File: src/rtl/cpu_defs.sv
// Shared definitions for the ALU control path: state encodings, instruction
// field constants, ALU operation codes and writeback source selects.
package cpu_defs;

  // Controller states; explicit encodings keep debug dumps stable.
  typedef enum logic [2:0] {
    ST_WAIT   = 3'd0,
    ST_DECODE = 3'd1,
    ST_GET_A  = 3'd2,
    ST_GET_B  = 3'd3,
    ST_EXEC   = 3'd4,
    ST_WR_REG = 3'd5,
    ST_WR_IMM = 3'd6
  } state_e;

  // Instruction classes produced by the decoder.
  typedef enum logic [2:0] {
    CLS_ILLEGAL = 3'd0,
    CLS_MOV_IMM = 3'd1,
    CLS_MOV_REG = 3'd2,
    CLS_ADD     = 3'd3,
    CLS_CMP     = 3'd4,
    CLS_AND     = 3'd5,
    CLS_MVN     = 3'd6
  } instr_cls_e;

  // Opcode field ir[15:13].
  localparam logic [2:0] OPC_MOV = 3'b110;
  localparam logic [2:0] OPC_ALU = 3'b101;

  // Op field ir[12:11].
  localparam logic [1:0] OP_MOV_REG = 2'b00;
  localparam logic [1:0] OP_MOV_IMM = 2'b10;
  localparam logic [1:0] OP_ADD     = 2'b00;
  localparam logic [1:0] OP_CMP     = 2'b01;
  localparam logic [1:0] OP_AND     = 2'b10;
  localparam logic [1:0] OP_MVN     = 2'b11;

  // ALU operation codes.
  localparam logic [1:0] ALU_ADD  = 2'b00;
  localparam logic [1:0] ALU_SUB  = 2'b01;
  localparam logic [1:0] ALU_AND  = 2'b10;
  localparam logic [1:0] ALU_NOTB = 2'b11;

  // Register-file writeback source selects.
  localparam logic [1:0] VSEL_C     = 2'b00;
  localparam logic [1:0] VSEL_PC    = 2'b01;
  localparam logic [1:0] VSEL_IMM8  = 2'b10;
  localparam logic [1:0] VSEL_MDATA = 2'b11;

endpackage

File: src/rtl/alu_ctrl_fsm_instr_dec.sv
// Combinational instruction decoder: splits the 16-bit instruction into its
// register/shift fields, classifies it and sign-extends both immediates.
module instr_dec
  import cpu_defs::*;
#(
  parameter int DATA_W = 16
) (
  input  logic [15:0]       ir_i,
  output logic [2:0]        rn_o,
  output logic [2:0]        rd_o,
  output logic [2:0]        rm_o,
  output logic [1:0]        sh_o,
  output logic [1:0]        op_o,
  output instr_cls_e        cls_o,
  output logic              illegal_o,
  output logic [DATA_W-1:0] sximm8_o,
  output logic [DATA_W-1:0] sximm5_o
);

  logic [2:0] opcode_s;

  assign opcode_s  = ir_i[15:13];
  assign op_o      = ir_i[12:11];
  assign rn_o      = ir_i[10:8];
  assign rd_o      = ir_i[7:5];
  assign sh_o      = ir_i[4:3];
  assign rm_o      = ir_i[2:0];
  assign sximm8_o  = {{(DATA_W-8){ir_i[7]}}, ir_i[7:0]};
  assign sximm5_o  = {{(DATA_W-5){ir_i[4]}}, ir_i[4:0]};
  assign illegal_o = (cls_o == CLS_ILLEGAL);

  // Map the opcode/op pair onto an instruction class; anything unlisted is illegal.
  always_comb begin
    cls_o = CLS_ILLEGAL;
    case (opcode_s)
      OPC_MOV: begin
        if (op_o == OP_MOV_IMM) begin
          cls_o = CLS_MOV_IMM;
        end else if (op_o == OP_MOV_REG) begin
          cls_o = CLS_MOV_REG;
        end else begin
          cls_o = CLS_ILLEGAL;
        end
      end
      OPC_ALU: begin
        case (op_o)
          OP_ADD:  cls_o = CLS_ADD;
          OP_CMP:  cls_o = CLS_CMP;
          OP_AND:  cls_o = CLS_AND;
          OP_MVN:  cls_o = CLS_MVN;
          default: cls_o = CLS_ILLEGAL;
        endcase
      end
      default: cls_o = CLS_ILLEGAL;
    endcase
  end

endmodule

File: src/rtl/alu_ctrl_fsm.sv
// Multi-cycle ALU controller: accepts an instruction on the start handshake,
// then sequences operand reads, execution and writeback. Every output is a
// register loaded alongside the state it belongs to, so the strobes are
// glitch-free and never depend combinationally on s or in.
module alu_ctrl_fsm
  import cpu_defs::*;
#(
  parameter int DATA_W = 16,
  parameter int IR_W   = 16
) (
  input  logic              clk,
  input  logic              reset_n,
  input  logic              s,
  input  logic [IR_W-1:0]   in,
  output logic              w,
  output logic [2:0]        readnum,
  output logic [2:0]        writenum,
  output logic              write,
  output logic              loada,
  output logic              loadb,
  output logic              loadc,
  output logic              loads,
  output logic              asel,
  output logic              bsel,
  output logic [1:0]        vsel,
  output logic [1:0]        ALUop,
  output logic [1:0]        shift,
  output logic [DATA_W-1:0] sximm8,
  output logic [DATA_W-1:0] sximm5,
  output logic              illegal
);

  state_e            state_q;
  logic [IR_W-1:0]   ir_q;
  logic [IR_W-1:0]   ir_d;
  logic              w_q, write_q, loada_q, loadb_q, loadc_q, loads_q;
  logic              asel_q, bsel_q, illegal_q;
  logic [2:0]        readnum_q, writenum_q;
  logic [1:0]        vsel_q, aluop_q, shift_q;
  logic [DATA_W-1:0] sximm8_q, sximm5_q;

  logic [2:0]        rn_s, rd_s, rm_s;
  logic [1:0]        sh_s, op_s;
  instr_cls_e        cls_s;
  logic              illegal_s;
  logic [DATA_W-1:0] sximm8_s, sximm5_s;

  // Instruction the next state will see: the incoming word on an accepting edge, else the held ir.
  always_comb begin
    ir_d = ir_q;
    if ((state_q == ST_WAIT) && s) begin
      ir_d = in;
    end else begin
      ir_d = ir_q;
    end
  end

  instr_dec #(.DATA_W(DATA_W)) u_dec (
    .ir_i      (ir_d),
    .rn_o      (rn_s),
    .rd_o      (rd_s),
    .rm_o      (rm_s),
    .sh_o      (sh_s),
    .op_o      (op_s),
    .cls_o     (cls_s),
    .illegal_o (illegal_s),
    .sximm8_o  (sximm8_s),
    .sximm5_o  (sximm5_s)
  );

  // State register, ir and registered Moore outputs for the state being entered.
  always_ff @(posedge clk or negedge reset_n) begin
    if (!reset_n) begin
      state_q    <= ST_WAIT;
      ir_q       <= '0;
      sximm8_q   <= '0;
      sximm5_q   <= '0;
      shift_q    <= 2'b00;
      w_q        <= 1'b1;
      write_q    <= 1'b0;
      loada_q    <= 1'b0;
      loadb_q    <= 1'b0;
      loadc_q    <= 1'b0;
      loads_q    <= 1'b0;
      illegal_q  <= 1'b0;
      asel_q     <= 1'b0;
      bsel_q     <= 1'b0;
      vsel_q     <= VSEL_C;
      aluop_q    <= ALU_ADD;
      readnum_q  <= 3'd0;
      writenum_q <= 3'd0;
    end else begin
      // Strobes are single-cycle unless the entered state re-asserts them.
      w_q        <= 1'b0;
      write_q    <= 1'b0;
      loada_q    <= 1'b0;
      loadb_q    <= 1'b0;
      loadc_q    <= 1'b0;
      loads_q    <= 1'b0;
      illegal_q  <= 1'b0;
      asel_q     <= 1'b0;
      bsel_q     <= 1'b0;
      vsel_q     <= VSEL_C;
      aluop_q    <= ALU_ADD;
      readnum_q  <= 3'd0;
      writenum_q <= 3'd0;
      case (state_q)
        ST_WAIT: begin
          if (s) begin
            ir_q      <= ir_d;
            sximm8_q  <= sximm8_s;
            sximm5_q  <= sximm5_s;
            shift_q   <= sh_s;
            illegal_q <= illegal_s;
            state_q   <= ST_DECODE;
          end else begin
            w_q     <= 1'b1;
            state_q <= ST_WAIT;
          end
        end
        ST_DECODE: begin
          case (cls_s)
            CLS_MOV_IMM: begin
              readnum_q  <= rn_s;
              writenum_q <= rn_s;
              vsel_q     <= VSEL_IMM8;
              write_q    <= 1'b1;
              state_q    <= ST_WR_IMM;
            end
            CLS_MOV_REG, CLS_MVN: begin
              readnum_q <= rm_s;
              loadb_q   <= 1'b1;
              state_q   <= ST_GET_B;
            end
            CLS_ADD, CLS_CMP, CLS_AND: begin
              readnum_q <= rn_s;
              loada_q   <= 1'b1;
              state_q   <= ST_GET_A;
            end
            default: begin
              w_q     <= 1'b1;
              state_q <= ST_WAIT;
            end
          endcase
        end
        ST_GET_A: begin
          readnum_q <= rm_s;
          loadb_q   <= 1'b1;
          state_q   <= ST_GET_B;
        end
        ST_GET_B: begin
          // MOV reg runs as 0 + shifted B, so A is forced to zero.
          if (cls_s == CLS_MOV_REG) begin
            aluop_q <= ALU_ADD;
            asel_q  <= 1'b1;
          end else begin
            aluop_q <= op_s;
            asel_q  <= 1'b0;
          end
          if (cls_s == CLS_CMP) begin
            loads_q <= 1'b1;
          end else begin
            loadc_q <= 1'b1;
          end
          state_q <= ST_EXEC;
        end
        ST_EXEC: begin
          if (cls_s == CLS_CMP) begin
            w_q     <= 1'b1;
            state_q <= ST_WAIT;
          end else begin
            writenum_q <= rd_s;
            vsel_q     <= VSEL_C;
            write_q    <= 1'b1;
            state_q    <= ST_WR_REG;
          end
        end
        ST_WR_REG, ST_WR_IMM: begin
          w_q     <= 1'b1;
          state_q <= ST_WAIT;
        end
        default: begin
          w_q     <= 1'b1;
          state_q <= ST_WAIT;
        end
      endcase
    end
  end

  assign w        = w_q;
  assign readnum  = readnum_q;
  assign writenum = writenum_q;
  assign write    = write_q;
  assign loada    = loada_q;
  assign loadb    = loadb_q;
  assign loadc    = loadc_q;
  assign loads    = loads_q;
  assign asel     = asel_q;
  assign bsel     = bsel_q;
  assign vsel     = vsel_q;
  assign ALUop    = aluop_q;
  assign shift    = shift_q;
  assign sximm8   = sximm8_q;
  assign sximm5   = sximm5_q;
  assign illegal  = illegal_q;

endmodule

File: config.mk
export PLATFORM = sky130hd
export DESIGN_NAME = alu_ctrl_fsm
export DESIGN_NICKNAME = d
export VERILOG_FILES = /design/src/rtl/cpu_defs.sv /design/src/rtl/alu_ctrl_fsm_instr_dec.sv /design/src/rtl/alu_ctrl_fsm.sv
export SDC_FILE = /design/constraint.sdc
export NUM_CORES = 1
export LEC_CHECK = 0
export BUFFER_PORTS_ARGS = -buffer_cell sky130_fd_sc_hd__buf_2
export CORE_MARGIN = 2
export CORE_UTILIZATION = 39
export CTS_CLUSTER_DIAMETER = 200
export CTS_CLUSTER_SIZE = 24
export DETAILED_ROUTE_END_ITERATION = 12
export PLACE_DENSITY_LB_ADDON = 0.12
export SKIP_LAST_GASP = 1
export SLEW_MARGIN = 5
export SYNTH_ARGS = -nofsm -noshare
export SYNTH_HDL_FRONTEND = slang
export SYNTH_HIERARCHICAL = 1
export SYNTH_SLANG_ARGS = --single-unit
File: constraint.sdc
create_clock -name clk -period 3.7 [get_ports clk]
set_clock_uncertainty 0.1 [all_clocks]
set_input_delay 0.37 -clock clk [delete_from_list [all_inputs] [get_ports clk]]
set_output_delay 0.37 -clock clk [all_outputs]
set_load 0.05 [all_outputs]
==> impl_metrics.yaml <==
run_status:
  status: "finished, final reports clean"
critical_path:
  endpoint_kind: "flip-flop"
  cp_cell_sequence: "nor4b_4, buf_4, mux2_2, nand2b_4, o21ai_0, nor2_1, a211oi_1, a22o_1"
  r2r_end: "readnum[1]$_DFF_PN0_"
  crit_arrival_ns: 3.43
  worst_setup_path_start_kind: "flip-flop"
  cpMaxStageDelayCell: "a211oi_1"
  reg2reg_slack_ns: 0.45
  path_max_fanout: 10
  crit_type: "reg -> reg"
  cp.required_ns: 3.87
  r2r_start: "state_q[2]$_DFF_PN0_"
  r2r_cells: 8
  crit_start: "state_q[2]$_DFF_PN0_"
  crit_end: "readnum[1]$_DFF_PN0_"
  cpPeakStageDelay_ns: 0.52
logic_synthesis:
  synth.top_cell.area_share: 0.512
  netlist_top_cells_count: "dfrtp_1, mux2_2, buf_4"
  synth_warnings: 6
  syn_area_mm2: 0.00337
  yosysUniqueCellTypes: 38
  synth.area.top_cells: "dfrtp_1, mux2_2, buf_4, a22o_1, buf_2"
  synth_most_common_cell: "dfrtp_1"
  async_reset_ff_frac: 1.00
  synth.ff_latch_count: 70
  synth_edf_count: 0
  syn_avg_cell_area_um2: 13.1
  synthCells: 257
  yosysSeqAreaShare: 0.520
  ys.flop_type: "dfrtp_1"
  synth_top_area_cell: "dfrtp_1"
clock_network:
  cts.repair.resized: 0
  clk_pin_slew_ns: 0.07
  cts_tree: "yes"
  h-tree-depth: 3
  postCtsHoldBufs: 0
  post_cts_buffers: 0
  clock_insertion_delay_worst_skew_ns: 0.34
  cts_root_buf: "clkbuf_8"
  cts_buffers: 9
  cts_sinks: 70
  clk_path_buf_depth: 2
routing:
  drc: 0
  routed_wl_um: 5850
  drtIter0Drc: 60
  drt-wirelength-per-cell_um: 14.9
  ant_nets: 0
  viasPerCell: 4.76
  dr.pass1.iters: 4
  route.vias.total: 1874
timing:
  min_period_over_period: 0.879
  fmaxAchievable_mhz: 307
  drv_slew: 0
  min_period_ns: 3.25
  max-slew-margin-rel: 0.405
  worst_pin_slew_ns: 0.893
  fin_setup_tns_ns: 0
  rsz0062_at_grt: "false"
  setup_viol: 0
  hold_viol: 0
floorplanning:
  io_pins: 72
  initial_utilization: 0.406
  coreArea_mm2: 0.00830
  rows: 33
  dieArea_mm2: 0.00941
  die_x_um: 97
  dieHeight_um: 97
placement:
  hpwl_um: 3940
  port_buffers: 69
  postPlaceCellArea_mm2: 0.00346
  gp_congestion: 0.848
global_routing:
  grt-ovfl-total: 0
  grt_max_degree: 71
  antenna_found_initial: 0
  grt_pass1_vias: 1945
  grt_pass1_wl_um: 9690
  grt.total_usage: 0.132
run:
  cap_violations: 0
final_layout:
  diodes: 0
  stdcell_area_mm2: 0.00365
  nets: 307
  syn_to_final_growth_pct: 8.27
  n_fill_cell: 804
  layout-drive-gt1-share: 0.571
min_path:
  hold_path_class: "in -> async"
-- metal layers --
| layer | GRT usage | share of wire | up-vias |
|---|---|---|---|
| met3 | 0.0318 | 0.045 | 13 |
| met5 | 0 | 0 | - |
| met1 | 0.178 | 0.47 | 925 |
| li1 | - | - | 891 |
| met2 | 0.196 | 0.46 | 45 |
| met4 | 0.0715 | 0.025 | 0 |
-- sequential cells by signal (all words and copies together), names as in the netlist, 2 cells and up --
signal and cells:
ALUop 2, ir_q 16, readnum 3, shift 2
state_q 3, sximm5 16, sximm8 16, writenum 3
-- worst min-delay path by stage --
| stage | slack, ns | from | cells past startpoint | to |
|---|---|---|---|---|
| finish | 0.04 | reset_n | 1 | sximm8[12]$_DFFE_PN0N_ |
| global placement | 0.39 | sximm5[10]$_DFFE_PN0N_ | 1 | sximm5[10]$_DFFE_PN0N_ |
| global route | 0.14 | reset_n | 1 | sximm8[9]$_DFFE_PN0N_ |
| detailed placement | 0.39 | sximm5[6]$_DFFE_PN0N_ | 1 | sximm5[6]$_DFFE_PN0N_ |
| floorplan | -0.03 | reset_n | 0 | ALUop[0]$_DFF_PN0_ |
| CTS | 0.09 | reset_n | 1 | sximm8[9]$_DFFE_PN0N_ |
-- area by class of cell --
| class | instances | area, µm² | share of cell area |
|---|---|---|---|
| clock buffers | 11 | 141 | 0.0387 |
| flip-flops and latches | 70 | 1750 | 0.480 |
| multi-input cells | 126 | 1180 | 0.322 |
| clock inverters | 4 | 47.5 | 0.0130 |
| inverters | 4 | 16.3 | 0.00445 |
| repair buffers | 74 | 385 | 0.106 |
| well taps | 105 | 131 | 0.0360 |
-- through the flow --
stage / cells / hold slack (ns) / setup slack, ns / util
2_1_floorplan: 258 / -0.0256 / 0.237 / -
3_3_place_gp: 379 / 0.385 / 0.512 / 0.417
3_5_place_dp: 379 / 0.390 / 0.455 / 0.417
4_1_cts: 394 / 0.0867 / 0.421 / 0.440
5_1_grt: 394 / 0.137 / 0.174 / 0.440
6_report: 394 / 0.0384 / 0.447 / 0.440
-- critical path, delay by kind of cell, from the launching register on --
| kind | cells | cell delay (ns) |
|---|---|---|
| compound gates | 3 | 1.22 |
| buf+inv | 1 | 0.23 |
| flops | 1 | 0.50 |
| mux | 1 | 0.37 |
| simple gates | 3 | 0.77 |
-- logic make-up after synthesis --
logic type	after synthesis	share of synthesized area
buffers and inverters	62	0.132
muxes	67	0.224
DFF	70	0.520
AOI/OAI and AO/OA	18	0.0390
adders and majority gates	3	0.0111
other	1	0.00111
and+or+nand+nor	36	0.0731
-- cells in the final DEF (no fill, tap or decap), drive strengths merged, types with 2 or more instances in the layout --
cell type / instances
clkbuf: 11
buf: 74
nand2b: 2
mux2: 67
nor2: 8
dfrtp: 69
inv: 3
nand2: 7
or3b: 2
clkinv: 3
o21ai: 3
nand3: 3
a22o: 6
ha: 3
a21oi: 3
and2: 4
conb: 2
Power is left out: the tool's default activity adds up to more than one toggle a clock period on the data nets, which glitch-free logic cannot reach.
